File: src/rtl/i2c_master_tx.sv
// Write-only I2C bus master: START, 7-bit address + W, data bytes with ACK checks, STOP.
// SCL/SDA are open-drain style drives (0 = pull low, 1 = release).
module i2c_master_tx #(
    parameter int QDIV = 4
) (
    input  logic       clk,
    input  logic       n_rst,
    input  logic       start_req,
    input  logic [6:0] slave_addr,
    input  logic [7:0] tx_data,
    input  logic       tx_valid,
    input  logic       tx_last,
    output logic       tx_ready,
    input  logic       sda_in,
    output logic       scl_out,
    output logic       sda_out,
    output logic       busy,
    output logic       done,
    output logic       nack
);

    localparam int QW = (QDIV > 1) ? $clog2(QDIV) : 1;
    localparam logic [QW-1:0] QLAST = QW'(QDIV - 1);

    localparam logic [2:0] S_IDLE     = 3'd0;
    localparam logic [2:0] S_START    = 3'd1;
    localparam logic [2:0] S_ADDR     = 3'd2;
    localparam logic [2:0] S_ADDR_ACK = 3'd3;
    localparam logic [2:0] S_WAIT     = 3'd4;
    localparam logic [2:0] S_DATA     = 3'd5;
    localparam logic [2:0] S_DATA_ACK = 3'd6;
    localparam logic [2:0] S_STOP     = 3'd7;

    logic [2:0]    state_q, state_d;
    logic [QW-1:0] qcnt_q, qcnt_d;
    logic [1:0]    phase_q, phase_d;
    logic [2:0]    bitcnt_q, bitcnt_d;
    logic [7:0]    byte_q, byte_d;
    logic          last_q, last_d;
    logic          nack_seen_q, nack_seen_d;
    logic          scl_q, scl_d, sda_q, sda_d;
    logic          busy_q, busy_d, done_q, done_d, nack_q, nack_d;
    logic          qend, slot_end;

    assign qend     = (qcnt_q == QLAST);
    assign slot_end = qend && (phase_q == 2'd3);

    // Next-state, timing counters and per-transaction bookkeeping
    always_comb begin
        state_d     = state_q;
        bitcnt_d    = bitcnt_q;
        byte_d      = byte_q;
        last_d      = last_q;
        nack_seen_d = nack_seen_q;
        nack_d      = 1'b0;
        done_d      = 1'b0;

        // Quarter/phase timers freeze while idle or stretching SCL for data
        if (state_q == S_IDLE || state_q == S_WAIT) begin
            qcnt_d  = qcnt_q;
            phase_d = phase_q;
        end else if (qend) begin
            qcnt_d  = '0;
            phase_d = phase_q + 2'd1;
        end else begin
            qcnt_d  = qcnt_q + QW'(1);
            phase_d = phase_q;
        end

        case (state_q)
            S_IDLE: begin
                if (start_req) begin
                    state_d     = S_START;
                    byte_d      = {slave_addr, 1'b0};
                    nack_seen_d = 1'b0;
                end else begin
                    state_d = S_IDLE;
                end
            end
            S_START: begin
                if (slot_end) begin
                    state_d = S_ADDR;
                end else begin
                    state_d = S_START;
                end
            end
            S_ADDR, S_DATA: begin
                if (slot_end) begin
                    bitcnt_d = bitcnt_q + 3'd1;
                    if (bitcnt_q == 3'd7) begin
                        state_d = (state_q == S_ADDR) ? S_ADDR_ACK : S_DATA_ACK;
                    end else begin
                        state_d = state_q;
                    end
                end else begin
                    state_d = state_q;
                end
            end
            S_ADDR_ACK, S_DATA_ACK: begin
                if (qend && phase_q == 2'd2 && sda_in) begin
                    nack_d      = 1'b1;
                    nack_seen_d = 1'b1;
                end else begin
                    nack_d = 1'b0;
                end
                if (slot_end) begin
                    if (nack_seen_q) begin
                        state_d = S_STOP;
                    end else if (state_q == S_ADDR_ACK || !last_q) begin
                        state_d = S_WAIT;
                    end else begin
                        state_d = S_STOP;
                    end
                end else begin
                    state_d = state_q;
                end
            end
            S_WAIT: begin
                if (tx_valid) begin
                    state_d = S_DATA;
                    byte_d  = tx_data;
                    last_d  = tx_last;
                end else begin
                    state_d = S_WAIT;
                end
            end
            S_STOP: begin
                if (slot_end) begin
                    state_d = S_IDLE;
                    done_d  = !nack_seen_q;
                end else begin
                    state_d = S_STOP;
                end
            end
            default: begin
                state_d = S_IDLE;
            end
        endcase
    end

    // Bus levels derived from the upcoming state so the drives are registered
    always_comb begin
        scl_d  = 1'b1;
        sda_d  = 1'b1;
        busy_d = (state_d != S_IDLE);
        case (state_d)
            S_IDLE: begin
                scl_d = 1'b1;
                sda_d = 1'b1;
            end
            S_START: begin
                scl_d = (phase_d != 2'd3);
                sda_d = (phase_d < 2'd2);
            end
            S_ADDR, S_DATA: begin
                scl_d = phase_d[1];
                sda_d = byte_d[3'd7 - bitcnt_d];
            end
            S_ADDR_ACK, S_DATA_ACK: begin
                scl_d = phase_d[1];
                sda_d = 1'b1;
            end
            S_WAIT: begin
                scl_d = 1'b0;
                sda_d = 1'b0;
            end
            S_STOP: begin
                scl_d = (phase_d != 2'd0);
                sda_d = phase_d[1];
            end
            default: begin
                scl_d = 1'b1;
                sda_d = 1'b1;
            end
        endcase
    end

    // State and output registers with synchronous active-high reset
    always_ff @(posedge clk) begin
        if (n_rst) begin
            state_q     <= S_IDLE;
            qcnt_q      <= '0;
            phase_q     <= 2'd0;
            bitcnt_q    <= 3'd0;
            byte_q      <= 8'd0;
            last_q      <= 1'b0;
            nack_seen_q <= 1'b0;
            scl_q       <= 1'b1;
            sda_q       <= 1'b1;
            busy_q      <= 1'b0;
            done_q      <= 1'b0;
            nack_q      <= 1'b0;
        end else begin
            state_q     <= state_d;
            qcnt_q      <= qcnt_d;
            phase_q     <= phase_d;
            bitcnt_q    <= bitcnt_d;
            byte_q      <= byte_d;
            last_q      <= last_d;
            nack_seen_q <= nack_seen_d;
            scl_q       <= scl_d;
            sda_q       <= sda_d;
            busy_q      <= busy_d;
            done_q      <= done_d;
            nack_q      <= nack_d;
        end
    end

    // Byte handshake completes in the same cycle tx_valid is seen in WAIT
    assign tx_ready = (state_q == S_WAIT) && tx_valid;
    assign scl_out  = scl_q;
    assign sda_out  = sda_q;
    assign busy     = busy_q;
    assign done     = done_q;
    assign nack     = nack_q;

endmodule

File: config.mk
export PLATFORM = sky130hd
export DESIGN_NAME = i2c_master_tx
export DESIGN_NICKNAME = d
export VERILOG_FILES = /design/src/rtl/i2c_master_tx.sv
export SDC_FILE = /design/constraint.sdc
export NUM_CORES = 1
export LEC_CHECK = 0
export CORE_MARGIN = 5
export CORE_UTILIZATION = 47
export DETAILED_ROUTE_END_ITERATION = 10
export PLACE_DENSITY = 0.75
export SLEW_MARGIN = 10
export SYNTH_ARGS = -nofsm -noshare
export SYNTH_HDL_FRONTEND = slang
export SYNTH_SLANG_ARGS = --single-unit
File: constraint.sdc
create_clock -name clk -period 1.94 [get_ports clk]
set_clock_uncertainty 0.15 [all_clocks]
set_input_delay 0.194 -clock clk [delete_from_list [all_inputs] [get_ports clk]]
set_output_delay 0.194 -clock clk [all_outputs]
set_load 0.02 [all_outputs]
* Yosys cells after proc, flatten, opt, wreduce, memory -nomap -nowiden
Index checks and enable logic that the tools add are counted.
** Operators by class
- Equality and inequality tests :: 21
- Reductions and logical operators :: 22
- Bitwise gates (word level) :: 3
- Magnitude comparators :: 2
- Muxes and demuxes :: 27
- Add/subtract/negate cells :: 4
** Operator list (count)
- $eq 3x3->1 const B :: 9
- $mux 3 :: 7
- $pmux 3 s6 :: 1
- $mux 8 :: 2
- $pmux 8 s2 :: 1
- $eq 3x2->1 const B :: 4
- $mux 2 :: 6
- $pmux 1 s5 :: 2
- $reduce_or 2->1 :: 4
- $eq 2x2->1 const B :: 3
- $eq 3x1->1 const B :: 2
- $logic_not 3->1 :: 2
- $mux 1 :: 6
- $ne 2x2->1 const B :: 3
- $reduce_or 3->1 :: 2
- $add 2x1->2 const B :: 2
- $logic_and 1x1->1 :: 4
- $lt 3x4->1 const B :: 1
- $reduce_bool 2->1 :: 2
- $reduce_or 4->1 :: 1
- $add 3x1->3 const B :: 1
- $bmux 1 s3 :: 1
- $not 1->1 :: 3
- $reduce_and 3->1 :: 1
- 7 further kinds :: 9
** Storage, ports and cells
- Register bits after elaboration :: 25
- Logic and storage cells :: 91

* Logic depth before layout (Yosys ltp)
Gate-level depths: netlist of run 1.
- Word-level depth :: 9
- Mapped depth :: 9
- Depth with buffers taken out :: 9

* Least setup slack after synthesis of run 1
No wires, ideal clock.
- Path type :: register to register
- From :: register qcnt_q[0]
- To :: register sda_q (netlist: sda_out)
- Stages on the path, launching flop included :: 9
- Data required time :: 1.711 ns
- Clock period less this slack :: 2.123 ns
- Library setup time :: 0.079 ns
- Slack :: -0.183 ns
- Arrival time :: 1.894 ns
- Cells stage by stage :: dfxtp_1 -> ha_1 -> and2_1 -> buf_4 -> a32o_1 -> a221oi_2 -> mux2i_1 -> mux2i_1 -> o211ai_1
** Between the ends
- Word-level cells in the longest chain between the ends :: 8
- Elaborated cells between the ends (all ways) :: 26
- Those cells by class :: 1 x add/sub; 1 x order compare; 8 x eq/ne; 12 x mux; 4 x reduce/logical
** Ends and longest elaborated chain
- start: declaration :: line 35 : logic [QW-1:0] qcnt_q, qcnt_d;
- start signal: assignment :: line 195 : qcnt_q <= qcnt_d;
- $eq 2x2->1 * :: line 45 : assign qend = (qcnt_q == QLAST);
- $logic_and 1x1->1 :: line 46 : assign slot_end = qend && (phase_q == 2'd3);
- $mux 3 :: line 88 : if (slot_end) begin
- $mux 3 :: line 70 : case (state_q)
- $sub 3x3->3 :: line 157 : sda_d = byte_d[3'd7 - bitcnt_d];
- $bmux 1 s3 :: line 157
- $mux 1 (not written as such) :: line 157
- $pmux 1 s5 * :: line 146 : case (state_d)
- end signal: assignment :: line 189 : sda_q <= 1'b1;
- end signal: assignment :: line 202 : sda_q <= sda_d;
- end: declaration :: line 41 : logic scl_q, scl_d, sda_q, sda_d;
Mark *: on every way between the ends. The rest lies on a longest branch, timed or not. The select of a mux whose other input is x is not followed.
A chain may end at the register's enable or synchronous reset.

* Final worst setup path of run 1
- From :: register state_q[0]
- To :: register sda_q (netlist: sda_out)
** Between the ends
- Word-level cells in the longest chain between the ends :: 9
- Elaborated cells between the ends (all ways) :: 37
- Those cells by class :: 1 x add/sub; 1 x order compare; 14 x eq/ne; 13 x mux; 8 x reduce/logical
** Ends and longest elaborated chain
- start: declaration :: line 34 : logic [2:0] state_q, state_d;
- start signal: assignment :: line 194 : state_q <= state_d;
- branches (longest 8 deep; another with $sub 3x3->3)
- $pmux 1 s5 * :: line 146
Mark *: on every way between the ends. The select of a mux whose other input is x is not followed.

==> impl_results.md, run 1 <==
* GPL Wtd Cong at 0.977
* Total gr overflow at 0
* Yosys cell types at 49
* Period utilisation layout at 1.09
* Status: complete, but fails checks
* Die Wd at 66.6 um
* Num Clock Sinks at 25
* Hold Violations, Final at 0
* NumNets Final at 298
* Via/cell ratio at 5.78
* Max Root-Sink Buffers at 2
* Clock transition at the registers of the reported paths at 0.15 ns
* GRT Util Overall at 0.248
* Largest net degree at the start of global routing at 16
* R2R Setup Slk at -0.18 ns
* Global-route wire length before repair at 8400 um
* Slowest cell delay on critical path at 0.40 ns
* Fraction of layout cells with a size suffix above 1 at 0.443
* N_diodes at 0
* I/O pin count at 27
* Number of routed nets with antenna violations at 0
* DP Worst Slack at -0.398 ns
* Final HPWL DP at 3610 um
* Routed len/inst at 17.4 um
* Synthesized flop and latch total at 25
* Root buf cell: clkbuf_4
* Worst path bufs/invs at 3
* Placed instance count at 299
* # fillers at 155
* Synth Warn # at 0
* Leak at 1.16 nW
* Cells after Synth at 181
* Worst setup margin at -0.176 ns
* CTS tree: built
* Crit end category: register
* FP Rows at 20
* Failing checks: negative setup slack
* Initial Util at 0.493
* Required time of the critical path at 2.03 ns
* Design Power at 1.03 mW
* Critical path class: register to register
* Synth Cell Area at 1510 sq um
* Die footprint at 4440 sq um
* Area grow syn2layout at 70.7%
* Setup crit start kind: register
* Syn avg cell area at 8.32 sq um
* Vias in the first global route at 1838
* TNS Setup at -0.322 ns
* Final setup violating endpoints at 5
* Antenna violations before repair at 0
* Cts hold-fix bufs at 0
* Max FO, Critical Path at 7
* Top_reg_cell synth: dfxtp_1
* CTS H-tree lvls at 1
* Worst-Margin Slew at 0.493 ns
* Final core utilization at 0.842
* Slew margin rel. at 0.671
* Final Non-Filler Cells at 315
* Pwr/cell area at 400 nW/um^2
* Register area share after synthesis at 0.332
* Routed wire length at 5480 um
* Post-synth EDFFs at 0
* Final min period at 2.12 ns
* Synthesized Nets at 207
* Family with the most delay on the worst path: buffers and inverters
* IO Port Bufs at 26
* Critical Path, Cell by Cell: buf_12 -> buf_4 -> nand4bb_4 -> buf_4 -> o22ai_1 -> nor2_1 -> mux2i_1 -> mux2i_1 -> mux2i_1 -> o211ai_1
* DR vias at 1820
* Worst hold path class: primary input to register
* Slowest cell on crit path: dfxtp_4
* Asr flop ratio synth at 0
* Max Cap Viol at 0
* Fmax at 473 MHz
* Data arrival time of the worst path at 2.21 ns
* Fin. max-slew vios at 0
* Core footprint at 3050 sq um
* RSZ-0062 raised after global routing: true
* TritonCTS Buffers at 3
* VDD IR max at 0.379 mV
* Drt first-iter violations at 99
* Crit path top cell by count: mux2i_1
* Clock insertion delay at the later pin of the skew report at 0.34 ns
* # DRC at 0
* Pre-antenna DRT Iters at 4
* Die Ht at 66.6 um
-- logic make-up (layout without fill, tap and decap cells) --
group,count (synthesis),count (layout),share of synthesized area
buffers and inverters,19,108,0.0648
adders and majority gates,5,5,0.0415
xor gates and xnor gates,5,5,0.0341
and+or+nand+nor,70,71,0.237
muxes,10,10,0.0673
AOI/OAI and AO/OA,47,47,0.223
DFF,25,25,0.332
-- tightest hold or removal path: stages --
cell	delay [ns]
clkdlybuf4s50_1	0.39
mux2i_1	0.12
nor2_1	0.05
-- cells in the final DEF, fill, tap and decap left out, types with 2 or more instances in the layout --
| cell | instances |
|---|---|
| nor4_1 | 2 |
| nand2_1 | 4 |
| nand3_1 | 4 |
| buf_6 | 6 |
| and2_1 | 3 |
| o22ai_1 | 3 |
| a31oi_1 | 2 |
| dfxtp_4 | 2 |
| nor2b_1 | 3 |
| a32o_1 | 4 |
| nor3_2 | 2 |
| a211o_1 | 2 |
| o21ai_0 | 3 |
| dfxtp_2 | 7 |
| clkdlybuf4s50_1 | 25 |
| buf_4 | 64 |
| nor2_1 | 24 |
| and3_1 | 2 |
| o21ai_1 | 2 |
| dfxtp_1 | 16 |
| ha_4 | 2 |
| inv_1 | 8 |
| nand2_4 | 2 |
| mux2i_1 | 8 |
| nor3_1 | 10 |
| a21oi_2 | 2 |
| o22ai_2 | 3 |
| ha_1 | 2 |
| and2_4 | 2 |
| xnor2_1 | 3 |
| clkbuf_4 | 3 |
| a21oi_1 | 11 |
-- power by group --
part	switching (mW)	internal [mW]
registers	0.0101	0.530
clock network	0.181	0.0792
logic	0.101	0.128
total	0.291	0.737
-- registers in the layout, indices dropped and copies added (netlist names) --
signal	cells
byte_q	8
bitcnt_q	3
state_q	3
phase_q	2
qcnt_q	2
busy	1
done	1
last_q	1
nack	1
nack_seen_q	1
scl_out	1
sda_out	1
-- synthesized netlist by cell type (2+ instances only) --
library cell   n  area share
buf_6          2       0.015
nor2_1        25       0.062
mux2i_1        9       0.060
o221ai_1       2       0.012
nand2_1        7       0.017
nor4b_1        2       0.012
inv_1          8       0.020
clkbuf_1       4       0.010
nor4_1         2      0.0083
o22ai_1        6       0.025
buf_2          3       0.010
buf_4          2       0.010
a21oi_1       13       0.043
and3_1         2      0.0083
o21ai_0        5       0.017
ha_1           5       0.042
a31oi_1        2      0.0083
a211o_1        2       0.012
nand3_1        4       0.013
a32o_1         4       0.027
dfxtp_1       25        0.33
and2_1         4       0.017
nor3_1        12       0.040
nor2b_1        4       0.017
xnor2_1        3       0.017
-- final cells by class --
class	instances	area [sq um]	share of cell area
Sequential cell	25	517	0.201
Clock buffer	3	22.5	0.00876
Clock inverter	1	7.51	0.00292
Tap cell	44	55.1	0.0214
Multi-Input combinational cell	138	1120	0.436
Timing Repair Buffer	96	818	0.318
Inverter	8	30.0	0.0117
-- through the flow --
stage,area (sq um),hold slack (ns)
floorplan,1540,0.120
global placement,2240,0.296
detailed placement,2240,0.326
CTS,2440,0.307
global route,2570,0.319
finish,2570,0.297
-- layer usage --
layer | vias up | part of all wire | global-route usage
met3 | 24 | 0.054 | 0.0371
li1 | 838 | - | -
met2 | 76 | 0.51 | 0.431
met5 | - | 0 | 0
met1 | 882 | 0.40 | 0.307
met4 | 0 | 0.042 | 0.0939
-- what timing repair did --
item / CTS / global route
pin swaps: 12 / 2
setup endpoints to repair: 5 / 6
resized for setup: 36 / 24
setup buffers: 10 / 0
cloned: 1 / 1
-- final timing paths --
path,startpoint,end,cells past startpoint
hold / removal,tx_last,last_q,3
setup reg to reg,state_q[0],sda_out,10
hold reg to reg,qcnt_q[1],qcnt_q[1],2
setup / recovery,state_q[0],sda_out,10
No activity file was read; power rests on OpenSTA's default activity.
==> run 2: changes to the inputs <==
==> constraint.sdc (replaced) <==
create_clock -name clk -period 1.94 [get_ports clk]
set_clock_uncertainty 0.15 [all_clocks]
set_input_delay 0.291 -clock clk [delete_from_list [all_inputs] [get_ports clk]]
set_output_delay 0.291 -clock clk [all_outputs]
set_load 0.02 [all_outputs]
==> run 2 against run 1 <==
The flow still finishes with violations (negative setup slack); critical path depth down 1; total power down 1.1%; sequential power barely moved; core utilization is 1.1 points lower; via count down 2.6%; sequential share of layout area grew 0.36 points; first-iteration DRC count rose by 32%; die area unchanged; clock power down 5%; largest power group unchanged.
==> impl_results.md, run 2 (synthesis results as in run 1) <==
* Failing checks: negative setup slack
* Die Ht at 66.6 um
* Clock Power Share at 0.243
* Slowest cell delay on critical path at 0.41 ns
* RSZ-0062 raised after global routing: true
* Die footprint at 4440 sq um
* Largest registers: byte_q: 8 flops, bitcnt_q: 3 flops, state_q: 3 flops
* Max FO, Critical Path at 8
* Period utilisation layout at 1.09
* Worst-Margin Slew at 0.475 ns
* Global-route wire length before repair at 8200 um
* Max Root-Sink Buffers at 2
* FP Rows at 20
* Worst Hold Path EP: qcnt_q[1]
* Status: complete, but fails checks
* Hold path depth at 2
* Required time of the critical path at 2.06 ns
* Fin. max-slew vios at 0
* Internal power at 0.739 mW
* Switching power at 0.278 mW
* Commonest non-fill, non-tap cell in the layout: buf_4
* TritonCTS Buffers at 3
* Max FFs per register at 8
* IO Port Bufs at 26
* Biggest register: byte_q
* Cts hold-fix bufs at 0
* Crit end category: register
* Sw Ratio at 0.273
* NumNets Final at 295
* Critical path class: register to register
* CTS tree: built
* HP Start: qcnt_q[1]
* RR Endpoint: sda_out
* Final setup violating endpoints at 3
* Root buf cell: clkbuf_4
* VDD IR max at 0.308 mV
* Die Wd at 66.6 um
* Clock insertion delay at the later pin of the skew report at 0.33 ns
* GRT Util Overall at 0.242
* Final min period at 2.12 ns
* Routed wire length at 5350 um
* Setup crit start kind: register
* # DRC at 0
* Via/cell ratio at 5.68
* Pre-antenna DRT Iters at 4
* Power share of the combinational group at 0.228
* Pwr/cell area at 401 nW/um^2
* Hold Violations, Final at 0
* Critical Path, Cell by Cell: buf_6 -> and3b_2 -> buf_6 -> a32oi_2 -> o211ai_2 -> buf_4 -> buf_4 -> a211o_1 -> o211ai_1
* Final core utilization at 0.832
* GPL Wtd Cong at 0.966
* Fraction of layout cells with a size suffix above 1 at 0.448
* Number of routed nets with antenna violations at 0
* R2R cell count at 9
* Max Cap Viol at 0
* Leak at 1.13 nW
* Initial Util at 0.493
* Largest net degree at the start of global routing at 14
* Total gr overflow at 0
* Reg-to-Reg Start: state_q[2]
* Sequential share of power at 0.529
* Vias in the first global route at 1773
* Routed len/inst at 17.2 um
* Drt first-iter violations at 131
* R2R Setup Slk at -0.18 ns
* Area grow syn2layout at 68.5%
* Antenna violations before repair at 0
* N_diodes at 0
* Fmax at 471 MHz
* Clock transition at the registers of the reported paths at 0.14 ns
* Design Power at 1.02 mW
* Data arrival time of the worst path at 2.24 ns
* CTS H-tree lvls at 1
* Slew margin rel. at 0.681
* Commonest cells after routing, fill and taps aside: 59 x buf_4, 25 x clkdlybuf4s50_1, 24 x nor2_1
* Final HPWL DP at 3700 um
* Worst setup margin at -0.182 ns
* Slowest cell on crit path: dfxtp_4
* DR vias at 1772
* # fillers at 189
* Worst hold path class: register to register
* Num Clock Sinks at 25
* Core footprint at 3050 sq um
* I/O pin count at 27
run 2: worst max-delay path by stage:
stage               depth (start not counted)  startpoint       to
global route                                8   qcnt_q[1]  sda_out
finish                                      9  state_q[2]  sda_out
floorplan                                   8  phase_q[1]  sda_out
global placement                            8   start_req  sda_out
CTS                                         8  state_q[2]  sda_out
detailed placement                          8   start_req  sda_out
run 2: stage by stage:
step / setup TNS [ns] / worst slack, ns / hold slack, ns / area [sq um] / cells
final: -0.281 / -0.182 / 0.339 / 2540 / 312
after global placement: -1.29 / -0.438 / 0.289 / 2230 / 299
after detailed placement: -1.92 / -0.531 / 0.300 / 2230 / 299
after floorplan: -0.0348 / -0.0348 / 0.217 / 1540 / 181
after CTS: -0.193 / -0.105 / 0.344 / 2430 / 310
after global routing: -0.483 / -0.237 / 0.374 / 2540 / 312
run 2: critical path, delay by kind of cell, from the launching register on:
kind | cells | cell delay, ns
AO/OA/AOI/OAI | 4 | 0.70
buffers and inverters | 4 | 0.55
flip-flops | 1 | 0.41
AND/OR/NAND/NOR | 1 | 0.23
run 2: cell type report:
class,instances,area [sq um],area share
timing repair buffer,93,795,0.313
sequential,25,519,0.205
tap,44,55.1,0.0217
clock buffer,4,26.3,0.0103
multi-input combinational,138,1110,0.439
inverter,8,30.0,0.0118
run 2: repair_timing:
item                       CTS  global route
setup endpoints to repair    6             5
gates resized for setup     38            21
pin swaps                    8             8
gates cloned                 1             0
buffers inserted             6             3
run 2: metal layers:
metal	wire (um)	track usage	share of wire	vias up
met5	0	0	0	-
met4	176	0.114	0.033	0
met3	317	0.0388	0.059	19
met2	2710	0.423	0.51	75
met1	2150	0.284	0.40	845
li1	-	-	-	833
run 2: power by group through the flow:
stage          logic [mW]  registers, mW  clock network (mW)
3_5_place_dp        0.199          0.552                   0
4_1_cts             0.216          0.539               0.248
6_report            0.232          0.538               0.247
5_1_grt             0.251          0.540               0.266
3_3_place_gp        0.193          0.551                   0
2_1_floorplan      0.0887          0.551                   0
==> run 3: changes to the inputs <==
- CAP_MARGIN: default -> 30
- REMOVE_ABC_BUFFERS: default -> 1
==> run 3 against run 2 <==
The run still ends with negative setup slack left; wire length grew 19%; sequential share of layout area is 0.64 points lower; combinational power grew 4%; setup slack got worse by 0.099 ns; total power rose by 1.9%; critical path depth unchanged; flip-flop and latch count unchanged; fmax is 4.5% lower; die area did not move; critical endpoint unchanged; largest power group unchanged.
==> impl_results.md, run 3 (synthesis results as in run 1) <==
* Worst-Margin Slew at 0.348 ns
* Routed len/inst at 20.6 um
* Pwr/cell area at 395 nW/um^2
* Vias in the first global route at 1902
* DP Worst Slack at -0.611 ns
* Number of routed nets with antenna violations at 0
* Routed wire length at 6390 um
* GRT Util Overall at 0.268
* Worst path bufs/invs at 2
* IO Port Bufs at 26
* Clock insertion delay at the later pin of the skew report at 0.33 ns
* Post-route cell area at 2620 sq um
* Cts hold-fix bufs at 0
* Max Cap Viol at 0
* Die Ht at 66.6 um
* Clock transition at the registers of the reported paths at 0.14 ns
* VDD IR max at 0.278 mV
* # DRC at 0
* RR Endpoint: sda_out
* Sequential share of power at 0.527
* Antenna violations before repair at 0
* Design Power at 1.04 mW
* CTS H-tree lvls at 1
* TNS Setup at -0.431 ns
* Setup crit end: sda_out
* Clock Power Share at 0.240
* Biggest register: byte_q
* Max FO, Critical Path at 7
* Fin. max-slew vios at 0
* TritonCTS Buffers at 3
* Internal power at 0.743 mW
* R2R cell count at 9
* Family with the most delay on the worst path: compound AO/OA/AOI/OAI gates
* Via/cell ratio at 6.33
* Max FFs per register at 8
* RSZ-0062 raised after global routing: true
* Max Root-Sink Buffers at 2
* NumNets Final at 294
* N_diodes at 0
* Sw Ratio at 0.283
* Commonest non-fill, non-tap cell in the layout: buf_4
* CTS tree: built
* Final min period at 2.22 ns
* Hold Violations, Final at 0
* Status: complete, but fails checks
* Core footprint at 3050 sq um
* Final core utilization at 0.859
* Largest registers: byte_q: 8 flops, bitcnt_q: 3 flops, state_q: 3 flops
* Slowest cell delay on critical path at 0.40 ns
* Worst hold path class: register to register
* Die Wd at 66.6 um
* DR vias at 1970
* Crit end category: register
* Required time of the critical path at 2.05 ns
* Failing checks: negative setup slack
* # fillers at 149
* R2R Setup Slk at -0.28 ns
* Die footprint at 4440 sq um
* FP Rows at 20
* Initial Util at 0.493
* Placed instance area at 2120 sq um
* Leak at 1.13 nW
* Largest net degree at the start of global routing at 24
* Switching power at 0.293 mW
* CP startpoint: state_q[2]
* Area grow syn2layout at 74.0%
* Root buf cell: clkbuf_4
* Critical path class: register to register
* Data arrival time of the worst path at 2.33 ns
* Commonest cells after routing, fill and taps aside: 58 x buf_4, 24 x clkdlybuf4s50_1, 23 x nor2_1
* Slew margin rel. at 0.766
* Fraction of layout cells with a size suffix above 1 at 0.472
* Period utilisation layout at 1.14
* Hold path depth at 2
* Global-route wire length before repair at 9030 um
* Fmax at 450 MHz
* Critical Path, Cell by Cell: buf_6 -> buf_4 -> nor2_1 -> nand2_1 -> a21oi_1 -> nor3_1 -> a21o_1 -> a211o_1 -> o211ai_1
* Power share of the combinational group at 0.234
* I/O pin count at 27
* Reg-to-Reg Start: state_q[2]
* Worst setup margin at -0.281 ns
* Levels on crit path at 9
* Final setup violating endpoints at 2
* Slowest cell on crit path: dfxtp_4
* Setup crit start kind: register
* Drt first-iter violations at 356
* Pre-antenna DRT Iters at 5
* Total gr overflow at 0
* Num Clock Sinks at 25
* GPL Wtd Cong at 0.909
* Final HPWL DP at 3350 um
run 3: stage by stage:
stage / hold WS [ns] / std cells
after floorplan: 0.210 / 170
final: 0.349 / 311
after global routing: 0.354 / 311
after global placement: 0.295 / 287
after detailed placement: 0.307 / 287
after CTS: 0.340 / 301
run 3: tightest hold or removal path: stages (launching register included):
cell and delay, ns:
dfxtp_2 0.36, nand2_1 0.06, a21oi_1 0.05
run 3: final cells by class:
class / count / area (sq um) / area share
multi-input combinational: 138 / 1200 / 0.459
timing repair buffer: 92 / 788 / 0.301
sequential: 25 / 519 / 0.198
tap: 44 / 55.1 / 0.0210
inverter: 8 / 30.0 / 0.0115
clock buffer: 4 / 26.3 / 0.0100
run 3: layer usage:
metal | routed length, um | GRT usage | vias to the layer above | share of wire
met5 | 0 | 0 | - | 0
met4 | 303 | 0.152 | 0 | 0.047
met3 | 555 | 0.0422 | 40 | 0.087
met2 | 3150 | 0.486 | 162 | 0.49
met1 | 2390 | 0.291 | 934 | 0.37
li1 | - | - | 834 | -
run 3: what timing repair did:
action                     4_1_cts  5_1_grt
pin swaps                       14       12
gates cloned                     1        0
resized for setup               60       23
setup endpoints to repair        9        5
setup buffers                    9       10
run 3: worst min-delay path by stage:
| stage | slack (ns) | end | start |
|---|---|---|---|
| after floorplan | 0.21 | busy | n_rst |
| after global placement | 0.29 | qcnt_q[1] | qcnt_q[1] |
| after detailed placement | 0.31 | done | nack_seen_q |
| after CTS | 0.34 | qcnt_q[1] | qcnt_q[1] |
| after global routing | 0.35 | qcnt_q[1] | qcnt_q[1] |
| final | 0.35 | qcnt_q[1] | qcnt_q[1] |
run 3: power groups by stage:
stage               registers (mW)  clock network (mW)  logic [mW]
floorplan                    0.554                   0      0.0718
global placement             0.553                   0       0.184
detailed placement           0.554                   0       0.191
CTS                          0.544               0.243       0.218
global route                 0.547               0.270       0.257
finish                       0.546               0.248       0.242
